[config.mk]
export PLATFORM = sky130hd
export DESIGN_NAME = mips_mc_ctrl
export DESIGN_NICKNAME = d
export VERILOG_FILES = /design/src/rtl/mips_ctrl_pkg.sv /design/src/rtl/mips_mc_ctrl.sv
export SDC_FILE = /design/constraint.sdc
export NUM_CORES = 1
export LEC_CHECK = 0
export ABC_AREA = 1
export BUFFER_PORTS_ARGS = -buffer_cell sky130_fd_sc_hd__buf_2
export CAP_MARGIN = 5
export CORE_UTILIZATION = 43
export DETAILED_ROUTE_END_ITERATION = 12
export PLACE_DENSITY = 0.84
export SLEW_MARGIN = 40
export SYNTH_ARGS = -nofsm -noshare
export SYNTH_HDL_FRONTEND = slang
export SYNTH_SLANG_ARGS = --single-unit
[constraint.sdc]
create_clock -name clk -period 3.43 [get_ports clk]
set_input_delay 0.8575 -clock clk [delete_from_list [all_inputs] [get_ports clk]]
set_output_delay 0.8575 -clock clk [all_outputs]
set_load 0.02 [all_outputs]
[src/rtl/mips_ctrl_pkg.sv]
// Shared encodings for the multi-cycle MIPS control path.
// Holds the FSM states, opcodes and datapath mux select codes.
package mips_ctrl_pkg;

  typedef enum logic [3:0] {
    S_FETCH  = 4'd0,
    S_DECODE = 4'd1,
    S_MEMADR = 4'd2,
    S_MEMRD  = 4'd3,
    S_MEMWB  = 4'd4,
    S_MEMWR  = 4'd5,
    S_REXEC  = 4'd6,
    S_RWB    = 4'd7,
    S_IEXEC  = 4'd8,
    S_IWB    = 4'd9,
    S_BRANCH = 4'd10,
    S_JUMP   = 4'd11,
    S_JAL    = 4'd12
  } state_t;

  localparam logic [5:0] OP_RTYPE = 6'h00;
  localparam logic [5:0] OP_J     = 6'h02;
  localparam logic [5:0] OP_JAL   = 6'h03;
  localparam logic [5:0] OP_BEQ   = 6'h04;
  localparam logic [5:0] OP_BNE   = 6'h05;
  localparam logic [5:0] OP_ADDI  = 6'h08;
  localparam logic [5:0] OP_ANDI  = 6'h0C;
  localparam logic [5:0] OP_ORI   = 6'h0D;
  localparam logic [5:0] OP_LW    = 6'h23;
  localparam logic [5:0] OP_SW    = 6'h2B;

  localparam logic [2:0] ALU_ADD   = 3'b000;
  localparam logic [2:0] ALU_SUB   = 3'b001;
  localparam logic [2:0] ALU_FUNCT = 3'b010;
  localparam logic [2:0] ALU_AND   = 3'b011;
  localparam logic [2:0] ALU_OR    = 3'b100;

  localparam logic [2:0] SRCB_REG  = 3'b000;
  localparam logic [2:0] SRCB_4    = 3'b001;
  localparam logic [2:0] SRCB_SEXT = 3'b010;
  localparam logic [2:0] SRCB_SHL2 = 3'b011;
  localparam logic [2:0] SRCB_ZEXT = 3'b100;

  localparam logic [1:0] PCS_ALU  = 2'b00;
  localparam logic [1:0] PCS_OUT  = 2'b01;
  localparam logic [1:0] PCS_JUMP = 2'b10;

  localparam logic [1:0] RD_RT = 2'b00;
  localparam logic [1:0] RD_RD = 2'b01;
  localparam logic [1:0] RD_RA = 2'b10;

  localparam logic [1:0] WB_ALU = 2'b00;
  localparam logic [1:0] WB_MDR = 2'b01;
  localparam logic [1:0] WB_PC  = 2'b10;

endpackage

[src/rtl/mips_mc_ctrl.sv]
// Multi-cycle MIPS main control FSM: sequences one instruction in 2-5 cycles.
// In: clk, rst, op, zero. Out: write enables, mux selects, alu_op, done/illegal.
module mips_mc_ctrl
  import mips_ctrl_pkg::*;
(
  input  logic       clk,
  input  logic       rst,
  input  logic [5:0] op,
  input  logic       zero,
  output logic       pc_en,
  output logic       iord,
  output logic       mem_write,
  output logic       ir_write,
  output logic       reg_write,
  output logic [1:0] reg_dst,
  output logic [1:0] mem_to_reg,
  output logic       alu_src_a,
  output logic [2:0] alu_src_b,
  output logic [1:0] pc_src,
  output logic [2:0] alu_op,
  output logic       instr_done,
  output logic       illegal
);

  state_t r_state;
  state_t w_next;

  logic w_pc_en, w_mem_write, w_ir_write;
  logic w_reg_write, w_done, w_illegal;

  always_ff @(posedge clk or posedge rst) begin
    if (rst) r_state <= S_FETCH;
    else     r_state <= w_next;
  end

  always_comb begin
    w_next = S_FETCH;
    unique case (r_state)
      S_FETCH:  w_next = S_DECODE;
      S_DECODE: begin
        unique case (1'b1)
          (op == OP_LW), (op == OP_SW):     w_next = S_MEMADR;
          (op == OP_RTYPE):                 w_next = S_REXEC;
          (op == OP_BEQ), (op == OP_BNE):   w_next = S_BRANCH;
          (op == OP_ADDI), (op == OP_ANDI),
          (op == OP_ORI):                   w_next = S_IEXEC;
          (op == OP_J):                     w_next = S_JUMP;
          (op == OP_JAL):                   w_next = S_JAL;
          default:                          w_next = S_FETCH;
        endcase
      end
      S_MEMADR: w_next = (op == OP_LW) ? S_MEMRD : S_MEMWR;
      S_MEMRD:  w_next = S_MEMWB;
      S_REXEC:  w_next = S_RWB;
      S_IEXEC:  w_next = S_IWB;
      default:  w_next = S_FETCH;
    endcase
  end

  always_comb begin
    w_pc_en     = 1'b0;
    iord        = 1'b0;
    w_mem_write = 1'b0;
    w_ir_write  = 1'b0;
    w_reg_write = 1'b0;
    reg_dst     = RD_RT;
    mem_to_reg  = WB_ALU;
    alu_src_a   = 1'b0;
    alu_src_b   = SRCB_REG;
    pc_src      = PCS_ALU;
    alu_op      = ALU_ADD;
    w_done      = 1'b0;
    w_illegal   = 1'b0;
    unique case (r_state)
      S_FETCH: begin
        w_ir_write = 1'b1;
        alu_src_b  = SRCB_4;
        w_pc_en    = 1'b1;
      end
      S_DECODE: begin
        alu_src_b = SRCB_SHL2;
        unique case (op)
          OP_LW, OP_SW, OP_RTYPE, OP_BEQ, OP_BNE,
          OP_ADDI, OP_ANDI, OP_ORI, OP_J, OP_JAL: ;
          default: begin
            w_illegal = 1'b1;
            w_done    = 1'b1;
          end
        endcase
      end
      S_MEMADR: begin
        alu_src_a = 1'b1;
        alu_src_b = SRCB_SEXT;
      end
      S_MEMRD: iord = 1'b1;
      S_MEMWB: begin
        w_reg_write = 1'b1;
        mem_to_reg  = WB_MDR;
        w_done      = 1'b1;
      end
      S_MEMWR: begin
        iord        = 1'b1;
        w_mem_write = 1'b1;
        w_done      = 1'b1;
      end
      S_REXEC: begin
        alu_src_a = 1'b1;
        alu_op    = ALU_FUNCT;
      end
      S_RWB: begin
        w_reg_write = 1'b1;
        reg_dst     = RD_RD;
        w_done      = 1'b1;
      end
      S_IEXEC: begin
        alu_src_a = 1'b1;
        unique case (op)
          OP_ANDI: begin
            alu_src_b = SRCB_ZEXT;
            alu_op    = ALU_AND;
          end
          OP_ORI: begin
            alu_src_b = SRCB_ZEXT;
            alu_op    = ALU_OR;
          end
          default: alu_src_b = SRCB_SEXT;
        endcase
      end
      S_IWB: begin
        w_reg_write = 1'b1;
        w_done      = 1'b1;
      end
      S_BRANCH: begin
        alu_src_a = 1'b1;
        alu_op    = ALU_SUB;
        pc_src    = PCS_OUT;
        // beq and bne differ only in op[0]; bne takes on ~zero
        w_pc_en   = zero ^ op[0];
        w_done    = 1'b1;
      end
      S_JUMP: begin
        pc_src  = PCS_JUMP;
        w_pc_en = 1'b1;
        w_done  = 1'b1;
      end
      S_JAL: begin
        pc_src      = PCS_JUMP;
        w_pc_en     = 1'b1;
        w_reg_write = 1'b1;
        reg_dst     = RD_RA;
        mem_to_reg  = WB_PC;
        w_done      = 1'b1;
      end
      default: ;
    endcase
  end

  // Strobes are masked by rst so nothing writes while reset is held,
  // even though the state already reads FETCH.
  assign pc_en      = w_pc_en & ~rst;
  assign mem_write  = w_mem_write & ~rst;
  assign ir_write   = w_ir_write & ~rst;
  assign reg_write  = w_reg_write & ~rst;
  assign instr_done = w_done & ~rst;
  assign illegal    = w_illegal & ~rst;

endmodule
==> results of run 1 <==
[routing by layer]
layer | vias to the layer above | routed length, um
li1 | 406 | -
met1 | 332 | 616
met2 | 31 | 774
met3 | 0 | 79
met4 | 0 | 0
met5 | - | 0
[layout by cell type, fill, tap and decap left out]
master | Yosys | final
sky130_fd_sc_hd__dfrtp_1 | 4 | 4
sky130_fd_sc_hd__nand3_4 | 1 | 1
sky130_fd_sc_hd__buf_2 | 0 | 28
sky130_fd_sc_hd__o2111ai_1 | 1 | 1
sky130_fd_sc_hd__nand2_2 | 2 | 2
sky130_fd_sc_hd__xnor2_1 | 1 | 1
sky130_fd_sc_hd__and3_1 | 1 | 1
sky130_fd_sc_hd__a21oi_1 | 3 | 3
sky130_fd_sc_hd__clkbuf_4 | 0 | 3
sky130_fd_sc_hd__nand4_1 | 2 | 2
sky130_fd_sc_hd__nor2_4 | 4 | 4
sky130_fd_sc_hd__nor3_1 | 1 | 1
sky130_fd_sc_hd__nand3_1 | 11 | 11
sky130_fd_sc_hd__nor2_1 | 21 | 21
sky130_fd_sc_hd__nor2_2 | 2 | 2
sky130_fd_sc_hd__inv_1 | 21 | 21
sky130_fd_sc_hd__inv_2 | 3 | 3
sky130_fd_sc_hd__nand2_1 | 29 | 29
sky130_fd_sc_hd__nand2_4 | 1 | 1
sky130_fd_sc_hd__o21ai_0 | 4 | 4
[final cells by class]
cell class / count / area, um^2 / share of cell area (%)
Tap cell: 15 / 18.8 / 2.38
Sequential cell: 4 / 100 / 12.7
Timing Repair Buffer: 28 / 140 / 17.7
Inverter: 24 / 90.1 / 11.4
Multi-Input combinational cell: 84 / 418 / 52.9
Clock buffer: 3 / 22.5 / 2.85
[critical path, delay by kind of cell]
| kind | cells | cell delay (ps) |
|---|---|---|
| buffers and inverters | 3 | 320 |
| and+or+nand+nor | 5 | 620 |
[logic make-up after synthesis]
family	after synthesis	share of synthesized area, %
AND/OR/NAND/NOR	75	59.3
buffers and inverters	25	15.9
AO/OA/AOI/OAI	8	7.11
flip-flops	4	16.3
XOR/XNOR	1	1.42
[through the flow]
| stage | worst slack (ps) | total power [mW] | utilization (%) | std cells |
|---|---|---|---|---|
| after floorplan | 928 | 0.251 | - | 113 |
| after global placement | 837 | 0.319 | 58.2 | 155 |
| after detailed placement | 783 | 0.324 | 58.2 | 155 |
| after CTS | 785 | 0.380 | 59.9 | 158 |
| after global routing | 658 | 0.417 | 59.9 | 158 |
| final | 772 | 0.382 | 59.9 | 158 |
[synthesized netlist by cell type (all sizes together)]
master    n  share of area (%)
nand2    32                 22
o2111ai   1                1.4
xnor2     1                1.4
a21oi     3                2.4
buf       1                1.2
dfrtp     4                 16
nor3      1               0.81
and3      1                1.0
nor2     27                 22
nand3    12                 12
inv      24                 15
o21ai     4                3.3
nand4     2                2.0
[power by group]
part / internal, mW / switching (mW) / leakage (nW)
Sequential: 0.0595 / 0.0129 / 0.0530
Clock: 0.0390 / 0.0168 / 0.0138
Combinational: 0.0761 / 0.177 / 0.494
Total: 0.175 / 0.207 / 0.561
[worst min path at each step]
| stage | startpoint | to | slack [ps] |
|---|---|---|---|
| floorplan | rst | r_state[0] | 640 |
| global placement | r_state[3] | r_state[2] | 750 |
| detailed placement | r_state[3] | r_state[2] | 760 |
| CTS | rst | r_state[2] | 570 |
| global route | rst | r_state[0] | 590 |
| finish | rst | r_state[0] | 570 |
==> impl_summary.log, run 1 <==
INFO  metric outcome = completed
INFO  metric cp-end-kind = output pin
INFO  metric setup.worst_path.start = op[5]
INFO  metric routed_wire_length_per_instance = 9.31 um
INFO  metric largest_reg_flops = 4
INFO  metric syn_avg_cell_area = 5.45 um^2
INFO  metric achievable-frequency = 376 MHz
INFO  metric floorplan.die_area = 0.00159 mm^2
INFO  metric maxCapViolCount = 0
INFO  metric ys_warn_count = 0
INFO  metric detail_route.wirelength = 1.47 mm
INFO  metric clock_path_buffers = 2
INFO  metric crit_path_cell_trace = buf_2, nor2_4, nand3_1, nand2_1, inv_1, nand4_1, nand2_1, buf_2
INFO  metric worst_reg2reg_endpoint = r_state[0]
INFO  metric number_of_cts_inserted_buffers = 3
INFO  metric ioPinCount = 29
INFO  metric crit_required = 2570 ps
INFO  metric ys_seq_area_share = 16.3%
INFO  metric cts_tree = built
INFO  metric reg2reg_slack = 2240 ps
INFO  metric floorplan.initialDensity = 46.7%
INFO  metric detail_route.first_pass.iterations = 5
INFO  metric synthesis.area = 616 um^2
INFO  metric globalRouteMet3Util = 1.70%
INFO  metric tritoncts_num_sinks = 4
INFO  metric timing_hold_violations_final = 0
INFO  metric placed_area = 767 um^2
INFO  metric cp.arrival = 1800 ps
INFO  metric global_route.usage.met1 = 25.1%
INFO  metric grtUsageMet2 = 40.6%
INFO  metric grt_busiest_layer = met2
INFO  metric period_minus_slack = 2660 ps
INFO  metric total_number_of_vias = 769
INFO  metric ys_seq_elements = 4
INFO  metric synth_fp_nets = 122
INFO  metric pwrdens = 483 mW/mm^2
INFO  metric nets = 154
INFO  metric grt_start_max_net_pins = 9
INFO  metric start_of_the_worst_register_to_register_path = r_state[2]
INFO  metric dieWidth = 39.8 um
INFO  metric setup_repair_after_global_routing_missed_its_margin = no
INFO  metric area_growth_syn_to_layout = 28.3%
INFO  metric root_buffer = sky130_fd_sc_hd__clkbuf_4
INFO  metric launching_element_type_of_the_critical_path = primary input
INFO  metric reg_top3 = r_state x4
INFO  metric ant_nets = 0
INFO  metric gr-usage-all-layers = 21.7%
INFO  metric fin_setup_tns = 0 ps
INFO  metric num_antenna_cells = 0
INFO  metric r2r.worst_path.cells = 5
INFO  metric gpl.final_weighted_congestion = 0.821
INFO  metric post-route-period-util = 77.5%
INFO  metric setup_violations = 0
INFO  metric endpoint = instr_done
INFO  metric grt_remaining_overflow = 0
INFO  metric port-buffer-count = 28
INFO  metric timing_worst_setup_path_type = primary input to output pin
INFO  metric worst_path_largest_cell_delay = 210 ps
INFO  metric die_h = 39.8 um
INFO  metric grt_pass1_vias = 611
INFO  metric filler_cell_count = 138
INFO  metric ctsResizeCount = 0
INFO  metric cts_hold_buf = 0
INFO  metric proportion_of_layout_cells_with_a_drive_suffix_above_1 = 30.8%
INFO  metric largest_register = r_state
INFO  metric slew_viol_final = 0
INFO  metric drc_errors = 0
INFO  metric slew_headroom = 84.7%
INFO  metric vdd.ir_drop.worst = 0.172 mV
INFO  metric global_route_wire_length_before_repair = 2.33 mm
INFO  metric hold-worst-slack = 566 ps
INFO  metric number_of_antenna_violations_at_the_first_check_in_global_routing = 0
INFO  metric routed_via_density = 4.87
INFO  metric dp_hpwl = 1.25 mm
INFO  metric cts_post_setup_buffers_inserted = 0
INFO  metric synthCells = 113
INFO  metric worstMarginPinSlew = 228 ps
INFO  metric clkLatencyLatePin = 230 ps
INFO  metric detailedRoute.firstIterationViolations = 19
INFO  metric hold_path_class = primary input to asynchronous set/reset pin
INFO  metric static-leakage-power = 0.561 nW
INFO  metric cp_slowest_cell = sky130_fd_sc_hd__nor2_4
INFO  metric ctsHtreeMaxLevel = 1
INFO  metric yosys.cell_types.count = 19
INFO  metric timing.critical_path.fanout_max = 8
INFO  metric core_region_area = 0.00132 mm^2
INFO  metric fin_skew = 4.57 ps
INFO  metric clkTransAtPathRegs = 40 ps
INFO  metric placementRows = 13
INFO  metric layout.cell_area.non_filler = 790 um^2
(Power assumes the default switching activity.)
==> inputs of run 2 (changes only) <==
CORE_UTILIZATION = 40   (was 43)
PLACE_DENSITY = 0.82   (was 0.84)
clock period = 2.4 ns   (was 3.43 ns; I/O delays follow)
==> impl_summary.log, run 2 (same netlist as run 1, synthesis figures left out) <==
INFO  metric outcome = completed
INFO  metric worst_reg2reg_endpoint = r_state[2]
INFO  metric number_of_antenna_violations_at_the_first_check_in_global_routing = 0
INFO  metric crit_required = 1800 ps
INFO  metric cts_post_setup_buffers_inserted = 0
INFO  metric timing.critical_path.fanout_max = 8
INFO  metric dieWidth = 41.2 um
INFO  metric ant_nets = 0
INFO  metric r2r.worst_path.cells = 5
INFO  metric fin_setup_tns = 0 ps
INFO  metric timing.critical_path.depth = 8
INFO  metric start_of_the_worst_register_to_register_path = r_state[2]
INFO  metric grt_pass1_vias = 584
INFO  metric grt_remaining_overflow = 0
INFO  metric tritoncts_num_sinks = 4
INFO  metric timing_hold_violations_final = 0
INFO  metric power_frac_seq = 18.8%
INFO  metric largest_reg_flops = 4
INFO  metric worstMarginPinSlew = 234 ps
INFO  metric ff_latch_area = 100 um^2
INFO  metric detailedRoute.firstIterationViolations = 14
INFO  metric timing_worst_setup_path_type = primary input to output pin
INFO  metric report.power.total = 545 uW
INFO  metric comb_power_share = 65.0%
INFO  metric gr-usage-all-layers = 19.6%
INFO  metric highest_count_cells_in_the_layout_ignoring_fill_and_taps = sky130_fd_sc_hd__nand2_1, sky130_fd_sc_hd__buf_2, sky130_fd_sc_hd__nor2_1, sky130_fd_sc_hd__inv_1, sky130_fd_sc_hd__nand3_1
INFO  metric layout_commonest_cell = sky130_fd_sc_hd__nand2_1
INFO  metric root_buffer = sky130_fd_sc_hd__clkbuf_4
INFO  metric reg_top3 = r_state x4
INFO  metric reg2reg_slack = 1190 ps
INFO  metric grt_start_max_net_pins = 9
INFO  metric dp_hpwl = 1.25 mm
INFO  metric cp.arrival = 1510 ps
INFO  metric net-switching-power = 295 uW
INFO  metric hold_path_class = primary input to asynchronous set/reset pin
INFO  metric total_number_of_vias = 747
INFO  metric port-buffer-count = 28
INFO  metric clkLatencyLatePin = 250 ps
INFO  metric clock_path_buffers = 2
INFO  metric nets = 154
INFO  metric drc_errors = 0
INFO  metric filler_cell_count = 153
INFO  metric routed_wire_length_per_instance = 9.07 um
INFO  metric cp-end-kind = output pin
INFO  metric setup_violations = 0
INFO  metric gpl.final_weighted_congestion = 0.829
INFO  metric setup.worst_path.start = op[5]
INFO  metric detail_route.first_pass.iterations = 4
INFO  metric achievable-frequency = 473 MHz
INFO  metric slew_headroom = 84.3%
INFO  metric maxCapViolCount = 0
INFO  metric largest_register = r_state
INFO  metric floorplan.die_area = 0.00170 mm^2
INFO  metric slew_viol_final = 0
INFO  metric fin_skew = 12.3 ps
INFO  metric number_of_cts_inserted_buffers = 3
INFO  metric launching_element_type_of_the_critical_path = primary input
INFO  metric p_sw_share = 54.1%
INFO  metric static-leakage-power = 0.561 nW
INFO  metric ctsResizeCount = 0
INFO  metric cp_slowest_cell = sky130_fd_sc_hd__nor2_4
INFO  metric pwrdens = 690 mW/mm^2
INFO  metric core_region_area = 0.00137 mm^2
INFO  metric floorplan.initialDensity = 45.1%
INFO  metric area_of_combinational_cells_with_multiple_inputs = 418 um^2
INFO  metric num_antenna_cells = 0
INFO  metric proportion_of_layout_cells_with_a_drive_suffix_above_1 = 30.8%
INFO  metric clkTransAtPathRegs = 40 ps
INFO  metric internal-power = 250 uW
INFO  metric endpoint = instr_done
INFO  metric area_growth_syn_to_layout = 28.3%
INFO  metric global_route_wire_length_before_repair = 2.19 mm
INFO  metric period_minus_slack = 2110 ps
INFO  metric setup_repair_after_global_routing_missed_its_margin = no
INFO  metric routed_via_density = 4.73
INFO  metric critPathTopFamily = simple AND/OR/NAND/NOR gates
INFO  metric die_h = 41.2 um
INFO  metric ctsHtreeMaxLevel = 1
INFO  metric cts_tree = built
INFO  metric crit_path_cell_trace = buf_2, nor2_4, nand3_1, nand2_1, inv_1, nand4_1, nand2_1, buf_2
INFO  metric post-route-period-util = 88.0%
INFO  metric cts_hold_buf = 0
INFO  metric worst_path_largest_cell_delay = 200 ps
INFO  metric ioPinCount = 29
INFO  metric detail_route.wirelength = 1.43 mm
INFO  metric number_of_buffer_and_inverter_instances_along_the_worst_setup_path = 3
INFO  metric vdd.ir_drop.worst = 0.377 mV
INFO  metric clock_power_share = 16.1%
INFO  metric placementRows = 13
run 2: per-stage QoR:
stage	hold slack [ps]	utilization [%]	std cells	setup WS, ps	instance area (um^2)
3_5_place_dp	552	56.1	155	281	767
6_report	290	57.8	158	287	790
2_1_floorplan	383	-	113	413	616
4_1_cts	300	57.8	158	279	790
5_1_grt	331	57.8	158	130	790
3_3_place_gp	546	56.1	155	323	767
run 2: how the worst min path moves through the flow:
stage | from | end | slack [ps] | cells after the start
global route | rst | r_state[3] | 330 | 2
finish | rst | r_state[3] | 290 | 2
detailed placement | rst | r_state[3] | 550 | 2
global placement | rst | r_state[3] | 550 | 2
CTS | rst | r_state[3] | 300 | 2
floorplan | rst | r_state[0] | 380 | 1
run 2: cell type report:
cell class                      instances  area share [%]
Timing Repair Buffer                   28            17.7
Sequential cell                         4            12.7
Inverter                               24            11.4
Tap cell                               15            2.38
Clock buffer                            3            2.85
Multi-Input combinational cell         84            52.9
run 2: layer usage:
layer | share of wire (%) | GRT usage, % | wire [um]
met1 | 45 | 22.1 | 639
met2 | 51 | 36.3 | 731
met3 | 3.4 | 1.63 | 49
met4 | 0.91 | 9.68 | 13
met5 | 0 | 0 | 0
run 2: power groups by stage:
stage	logic, mW	clock network [mW]	registers [mW]
floorplan	0.259	0	0.100
global placement	0.354	0	0.103
detailed placement	0.355	0	0.103
CTS	0.357	0.0863	0.103
global route	0.399	0.0894	0.105
finish	0.354	0.0878	0.103
